<file path="config.mk">
export PLATFORM = sky130hd
export DESIGN_NAME = ptmch_trig_gen_flat
export DESIGN_NICKNAME = d
export VERILOG_FILES = /design/src/rtl/ptmch_trig_gen_if.sv /design/src/rtl/ptmch_trig_gen.sv /design/src/flat_wrapper.sv
export SDC_FILE = /design/constraint.sdc
export NUM_CORES = 2
export LEC_CHECK = 0
export ABC_AREA = 1
export CAP_MARGIN = 25
export CORE_MARGIN = 2
export CORE_UTILIZATION = 58
export CTS_CLUSTER_DIAMETER = 80
export DETAILED_ROUTE_END_ITERATION = 12
export GPL_TIMING_DRIVEN = 0
export PLACE_DENSITY = 0.77
export SLEW_MARGIN = 0
export SYNTH_ARGS = -nofsm -noshare
export SYNTH_HDL_FRONTEND = slang
export SYNTH_SLANG_ARGS = --single-unit
</file>
<file path="constraint.sdc">
create_clock -name CLK160M -period 19.7 [get_ports CLK160M]
set_clock_uncertainty 0.05 [all_clocks]
set_input_delay 3.94 -clock CLK160M [delete_from_list [all_inputs] [get_ports CLK160M]]
set_output_delay 3.94 -clock CLK160M [all_outputs]
set_load 0.03 [all_outputs]
</file>
<file path="src/rtl/ptmch_trig_gen_if.sv">
// ptmch_trig_gen_if: SPI host link and trigger outputs of ptmch_trig_gen
//   SPI_CS/SPI_CLK/SPI_MOSI : host -> generator, asynchronous SPI mode 0
//   TRG_IN                  : host -> generator, external trigger (PTMCH_EXT_TRG_EN only)
//   TRG_PLS[CH_N]           : generator -> host, per-channel pulse outputs
interface ptmch_trig_gen_if #(parameter int CH_N = 5);
  logic SPI_CS;
  logic SPI_CLK;
  logic SPI_MOSI;
  logic [CH_N-1:0] TRG_PLS;
`ifdef PTMCH_EXT_TRG_EN
  logic TRG_IN;
  modport master (output SPI_CS, SPI_CLK, SPI_MOSI, TRG_IN, input TRG_PLS);
  modport slave (input SPI_CS, SPI_CLK, SPI_MOSI, TRG_IN, output TRG_PLS);
`else
  modport master (output SPI_CS, SPI_CLK, SPI_MOSI, input TRG_PLS);
  modport slave (input SPI_CS, SPI_CLK, SPI_MOSI, output TRG_PLS);
`endif
endinterface

</file>
<file path="src/rtl/ptmch_trig_gen.sv">
// ptmch_trig_gen: SPI-programmable multi-channel trigger pulse generator
//   CLK160M : system clock
//   RESET_N : asynchronous active-low reset, release synchronised to CLK160M
//   bus     : ptmch_trig_gen_if slave (SPI inputs, TRG_IN, TRG_PLS outputs)
//   Optional macro PTMCH_EXT_TRG_EN adds TRG_IN and the ARM (0x7) opcode.
module ptmch_trig_gen #(
  parameter int CH_N = 5,
  parameter int CNT_W = 16
) (
  input logic CLK160M,
  input logic RESET_N,
  ptmch_trig_gen_if.slave bus
);
  localparam int PW = CNT_W + 1;
  typedef enum logic [1:0] {S_IDLE, S_DELAY, S_HIGH, S_LOW} st_e;
  logic [1:0] r_rst_s;
  logic w_rst_n;
  always_ff @(posedge CLK160M or negedge RESET_N)
    if (!RESET_N) r_rst_s <= '0;
    else r_rst_s <= {r_rst_s[0], 1'b1};
  assign w_rst_n = r_rst_s[1];
  logic [1:0] r_cs_s, r_sck_s, r_mosi_s;
  logic r_cs_d, r_sck_d, r_commit;
  logic [5:0] r_bits;
  logic [31:0] r_sh;
  // Bit count saturates at 33 so over-long frames stay distinguishable from 32.
  always_ff @(posedge CLK160M or negedge w_rst_n)
    if (!w_rst_n) begin
      r_cs_s <= 2'b11;
      r_sck_s <= '0;
      r_mosi_s <= '0;
      r_cs_d <= 1'b1;
      r_sck_d <= 1'b0;
      r_bits <= '0;
      r_sh <= '0;
      r_commit <= 1'b0;
    end else begin
      r_cs_s <= {r_cs_s[0], bus.SPI_CS};
      r_sck_s <= {r_sck_s[0], bus.SPI_CLK};
      r_mosi_s <= {r_mosi_s[0], bus.SPI_MOSI};
      r_cs_d <= r_cs_s[1];
      r_sck_d <= r_sck_s[1];
      r_commit <= r_cs_s[1] & ~r_cs_d & (r_bits == 6'd32);
      if (r_cs_s[1] & r_cs_d) r_bits <= '0;
      else if (!r_cs_s[1] & r_sck_s[1] & ~r_sck_d) begin
        r_sh <= {r_sh[30:0], r_mosi_s[1]};
        r_bits <= (r_bits == 6'd33) ? r_bits : r_bits + 6'd1;
      end
    end
  logic [3:0] w_op, w_ch;
  logic [CNT_W-1:0] w_val;
  logic [CH_N-1:0] w_mask, w_fire, w_abort, w_pls;
  assign w_op = r_sh[31:28];
  assign w_ch = r_sh[27:24];
  assign w_val = r_sh[CNT_W-1:0];
  assign w_mask = r_sh[CH_N-1:0];
  assign w_abort = (r_commit && w_op == 4'h6) ? w_mask : '0;
`ifdef PTMCH_EXT_TRG_EN
  logic [2:0] r_trg_s;
  logic [CH_N-1:0] r_arm;
  always_ff @(posedge CLK160M or negedge w_rst_n)
    if (!w_rst_n) begin
      r_trg_s <= '0;
      r_arm <= '0;
    end else begin
      r_trg_s <= {r_trg_s[1:0], bus.TRG_IN};
      if (r_commit && w_op == 4'h7) r_arm <= w_mask;
    end
  assign w_fire = ((r_commit && w_op == 4'h5) ? w_mask : '0) | ((r_trg_s[1] & ~r_trg_s[2]) ? r_arm : '0);
`else
  assign w_fire = (r_commit && w_op == 4'h5) ? w_mask : '0;
`endif
  for (genvar c = 0; c < CH_N; c++) begin : g_ch
    st_e r_st, w_st;
    logic [CNT_W-1:0] r_dly, r_wid, r_per, r_cnt, r_tc, w_tc, r_rem, w_rem, r_hl, r_ll, w_wt;
    logic [CNT_W:0] w_pe;
    logic r_z, r_pls, w_sel;
    assign w_sel = r_commit && w_ch == 4'(c);
    // Zero width still spends one (silent) high slot so the train keeps its timing.
    always_comb begin
      w_wt = (r_wid == '0) ? CNT_W'(1) : r_wid;
      w_pe = (r_per > w_wt) ? {1'b0, r_per} : {1'b0, w_wt} + PW'(1);
      w_st = r_st;
      w_tc = r_tc;
      w_rem = r_rem;
      if (w_abort[c]) w_st = S_IDLE;
      else
        unique case (r_st)
          S_IDLE:
            if (w_fire[c]) begin
              w_st = S_DELAY;
              w_tc = r_dly;
              w_rem = (r_cnt == '0) ? CNT_W'(1) : r_cnt;
            end
          S_HIGH:
            if (r_tc == '0) begin
              w_st = (r_rem > CNT_W'(1)) ? S_LOW : S_IDLE;
              w_tc = r_ll;
              w_rem = r_rem - CNT_W'(1);
            end else w_tc = r_tc - CNT_W'(1);
          default: begin
            w_st = (r_tc == '0) ? S_HIGH : r_st;
            w_tc = (r_tc == '0) ? r_hl : r_tc - CNT_W'(1);
          end
        endcase
    end
    always_ff @(posedge CLK160M or negedge w_rst_n)
      if (!w_rst_n) begin
        r_dly <= '0;
        r_wid <= '0;
        r_per <= '0;
        r_cnt <= '0;
        r_st <= S_IDLE;
        r_tc <= '0;
        r_rem <= '0;
        r_hl <= '0;
        r_ll <= '0;
        r_z <= 1'b0;
        r_pls <= 1'b0;
      end else begin
        if (w_sel && w_op == 4'h1) r_dly <= w_val;
        if (w_sel && w_op == 4'h2) r_wid <= w_val;
        if (w_sel && w_op == 4'h3) r_per <= w_val;
        if (w_sel && w_op == 4'h4) r_cnt <= w_val;
        // Snapshot the pulse shape at fire; later writes only affect the next fire.
        if (r_st == S_IDLE && w_fire[c]) begin
          r_hl <= w_wt - CNT_W'(1);
          r_ll <= CNT_W'(w_pe - {1'b0, w_wt} - PW'(1));
          r_z <= r_wid == '0;
        end
        r_st <= w_st;
        r_tc <= w_tc;
        r_rem <= w_rem;
        r_pls <= (w_st == S_HIGH) && !r_z;
      end
    assign w_pls[c] = r_pls;
  end
  assign bus.TRG_PLS = w_pls;
endmodule

</file>
<file path="src/flat_wrapper.sv">
// flat-port wrapper written by rule: the top's interface ports become plain ports
module ptmch_trig_gen_flat 
#(
  parameter int CH_N = 5,
  parameter int CNT_W = 16
)
  (CLK160M, RESET_N, bus_SPI_CS, bus_SPI_CLK, bus_SPI_MOSI, bus_TRG_PLS);
  ptmch_trig_gen_if #(.CH_N(CH_N)) bus_i ();
  input logic CLK160M;
  input logic RESET_N;
  input wire logic [$bits(bus_i.SPI_CS)-1:0] bus_SPI_CS;
  input wire logic [$bits(bus_i.SPI_CLK)-1:0] bus_SPI_CLK;
  input wire logic [$bits(bus_i.SPI_MOSI)-1:0] bus_SPI_MOSI;
  output wire logic [$bits(bus_i.TRG_PLS)-1:0] bus_TRG_PLS;
  assign bus_i.SPI_CS = bus_SPI_CS;
  assign bus_i.SPI_CLK = bus_SPI_CLK;
  assign bus_i.SPI_MOSI = bus_SPI_MOSI;
  assign bus_TRG_PLS = bus_i.TRG_PLS;
  ptmch_trig_gen #(.CH_N(CH_N), .CNT_W(CNT_W)) u_core (.CLK160M(CLK160M), .RESET_N(RESET_N), .bus(bus_i));
endmodule
</file>
==> results.txt <==
Detailed routing placed a total of 55900 µm of wire on met2. The die width is 272 µm. After clock tree synthesis, the setup repair step added 0 buffers. For this run, design rule violations remaining after detail routing come to 0. The worst slack at placement came out at 14630 ps. The async set-reset flop share out of synthesis is 1.00. The number of register bits inferred by synthesis is 709. The reported leakage power is 23.5 nW. The number of antenna repair diodes came out at 0.

The total number of vias came out at 38968. The setup total negative slack came out at 0 ps. The iteration-0 DRC count of the detailed router came out at 4058. During synthesis, Yosys emitted a total of 0 warnings. In the layout the commonest cells are 1564 x nand2_1, 754 x o21ai_0, 705 x dfrtp_1. Once detailed placement completed, the half-perimeter wirelength came to 89400 µm. The I/O pin count came out at 10. The number of detailed-route iterations in the first pass is 6. The register area share after synthesis came out at 0.426. The count of instances resized after the clock tree is built came out at 0.

The critical path arrival is 1750 ps. The nature of the critical path endpoint is a primary output. The height of the die came out at 272 µm. The startpoint of the tightest hold check path is u_core.r_mosi_s[0]. The die outline area is 74000 µm². The number of vias per cell is 5.77. Along the worst hold path, the cell count comes to 0. The final-report max-slew violation count came to 0. In this run the number of H-tree levels came out at 3.

The worst reg2reg path startpoint is u_core.g_ch[4].r_wid[13]. The length of routed met3 wiring came out at 9180 µm. The synthesized design contains 0 enable-type register cells.

The largest buffer count on any clock path is 3. In this run the core area contains 98 standard-cell rows. The port buffer count came out at 9.

The post-route clock period utilization is 0.291. STA classifies the critical path startpoint as a flop. The global placement routability congestion is 0.954. The highest layer touched by signal routing is met4.

The initial antenna violation count came out at 3. The worst reg-to-reg setup slack is 14970 ps. Summed over all layers, the global routing overflow is 0. The first global-routing pass estimated 197000 µm of wire. The core region is 71400 µm². The worst hold endpoint is u_core.r_mosi_s[1]. The clock root buffer is clkbuf_16. The post-synthesis area per instance is 7.41 µm². The TritonCTS clock tree is yes. For this configuration, the core starts out at a cell density of 0.584.

The fraction of layout instances using a drive strength above 1 is 0.0476. The min-delay analysis places its worst path in the category reg -> reg. Setup violations remaining at the end of the flow were counted as 0. In the final routed layout, each cell accounts on average for 18.0 µm.

The number of different library cells in the post-synthesis netlist is 59. The filler cell count in the final layout came out at 6238. Compared with the post-synthesis result, the final layout area differs by 10.5%. Counting every instance in the synthesized netlist gives 5626. Setup repair after global routing left no endpoint under its margin.

Counting every net in the synthesized netlist gives 5819. For the finished layout, the period the worst path requires is 5740 ps. The total global-route track usage came out at 0.331. The worst relative slew slack is 0.185. The slew at the pin closest to its max-slew limit is 1220 ps. The number of buffers added by the clock tree synthesis step came out at 78. The detailed-route wire length came out at 122000 µm. The number of nets with antenna violations after routing is 0.

The hold-fix buffer count after cts came out at 0. The maximum achievable frequency is 0.174 GHz. The final layout net count is 5937. The required time at the endpoint of the critical path is 15710 ps. The largest vdd supply drop is 0.0751 mV. The run finished with clean final reports. The number of global-route vias before repair is 37170. Of all nets on the critical path, the largest fanout is 1. The number of max-cap violations is 0. The setup path with the least slack is of type reg -> out.

The clock sink count is 709. The cell count of the worst reg-to-reg path came out at 29. Leaving out fill and tap cells, the most frequent cell in the layout is nand2_1. Setup slack on the critical path of the routed design comes to 13960 ps.

For this block, wires on met1 add up to 52300 µm. For this run, the leading register cell type out of synthesis is dfrtp_1. The final number of hold-violating endpoints came to 0. The post-CTS clock slew at the launch and capture registers of the worst setup and hold paths came out at 60 ps. The capture point of the worst reg-to-reg path is u_core.g_ch[4].r_ll[12]. The netlist area before placement is 41700 µm². The power after layout is 3.10 mW. The latest clock arrival within the worst-skew pair came out at 650 ps. The power density relative to cell area is 67.4 nW/µm². Entering global routing, the biggest net connects 73 pins.
==> worst max-delay path, cell delays in order (launching register included) <==
cell             delay (ps)
dfrtp_1                 350
buf_4                   100
clkdlybuf4s50_1         650
==> worst max path at each step <==
| stage | depth (start not counted) | to | slack [ps] | startpoint |
|---|---|---|---|---|
| global placement | 0 | u_core.g_ch[1].r_rem[5] | 3730 | u_core.r_rst_s[1] |
| global route | 2 | bus_TRG_PLS[1] | 13930 | u_core.g_ch[1].r_pls |
| CTS | 2 | bus_TRG_PLS[1] | 13940 | u_core.g_ch[1].r_pls |
| finish | 2 | bus_TRG_PLS[1] | 13960 | u_core.g_ch[1].r_pls |
| detailed placement | 2 | bus_TRG_PLS[1] | 14630 | u_core.g_ch[1].r_pls |
| floorplan | 0 | u_core.g_ch[0].r_cnt[0] | 8130 | u_core.r_rst_s[1] |
==> cells by family after synthesis <==
family / share of synthesized area
AO/OA/AOI/OAI: 0.151
multiplexers: 0.000510
other: 0.0000899
buffers and inverters: 0.0738
adder cells (fa/ha/maj): 0.0573
XOR/XNOR: 0.0353
flip-flops: 0.426
AND/OR/NAND/NOR: 0.256
==> metrics by stage <==
step | hold slack, ps | instances | util | instance area, µm²
after floorplan | 281 | 5626 | - | 41700
after global placement | 285 | 6585 | 0.602 | 43000
after detailed placement | 288 | 6611 | 0.609 | 43400
after CTS | 302 | 6749 | 0.645 | 46000
after global routing | 304 | 6752 | 0.645 | 46100
final | 299 | 6752 | 0.645 | 46100
==> routing by layer <==
layer  vias up  GRT usage
met3       276     0.0451
met2      1516      0.529
li1      18656          -
met1     18520      0.460
met5         -          0
met4         0      0.128
==> layout make-up <==
class / instances / area, µm² / area share
buffer: 229 / 960 / 0.0208
multi-input combinational: 4124 / 20900 / 0.453
tap: 950 / 1190 / 0.0258
clock inverter: 31 / 382 / 0.00829
timing repair buffer: 38 / 593 / 0.0129
sequential: 709 / 17700 / 0.385
clock buffer: 107 / 2190 / 0.0476
inverter: 564 / 2120 / 0.0460
==> registers in the layout (all words and copies together) (netlist names), 10 cells and up <==
register,count
u_core.g_ch.r_cnt,80
u_core.r_sh,32
u_core.g_ch.r_per,80
u_core.g_ch.r_hl,80
u_core.g_ch.r_tc,80
u_core.g_ch.r_rem,80
u_core.g_ch.r_st,10
u_core.g_ch.r_ll,80
u_core.g_ch.r_wid,80
u_core.g_ch.r_dly,80
==> synth_stat cells, drive strengths merged (29+ instances only) <==
library cell / n / area [µm²]
nor2: 520 / 2020
nand4: 59 / 369
o21ai: 760 / 3800
nand2: 1568 / 5900
nor3: 108 / 577
xnor2: 37 / 324
o31ai: 29 / 218
a21oi: 228 / 1170
xor2: 131 / 1150
buf: 54 / 298
dfrtp: 706 / 17700
nand3: 277 / 1400
nor4: 37 / 246
inv: 562 / 2110
ha: 183 / 2290
clkbuf: 175 / 662
a31oi: 33 / 206
==> where the power goes <==
part / switching, mW / internal [mW]
clock network: 0.634 / 0.841
logic: 0.118 / 0.0267
registers: 0.0132 / 1.47
total: 0.765 / 2.34
Power figures use the tool's default switching activity.
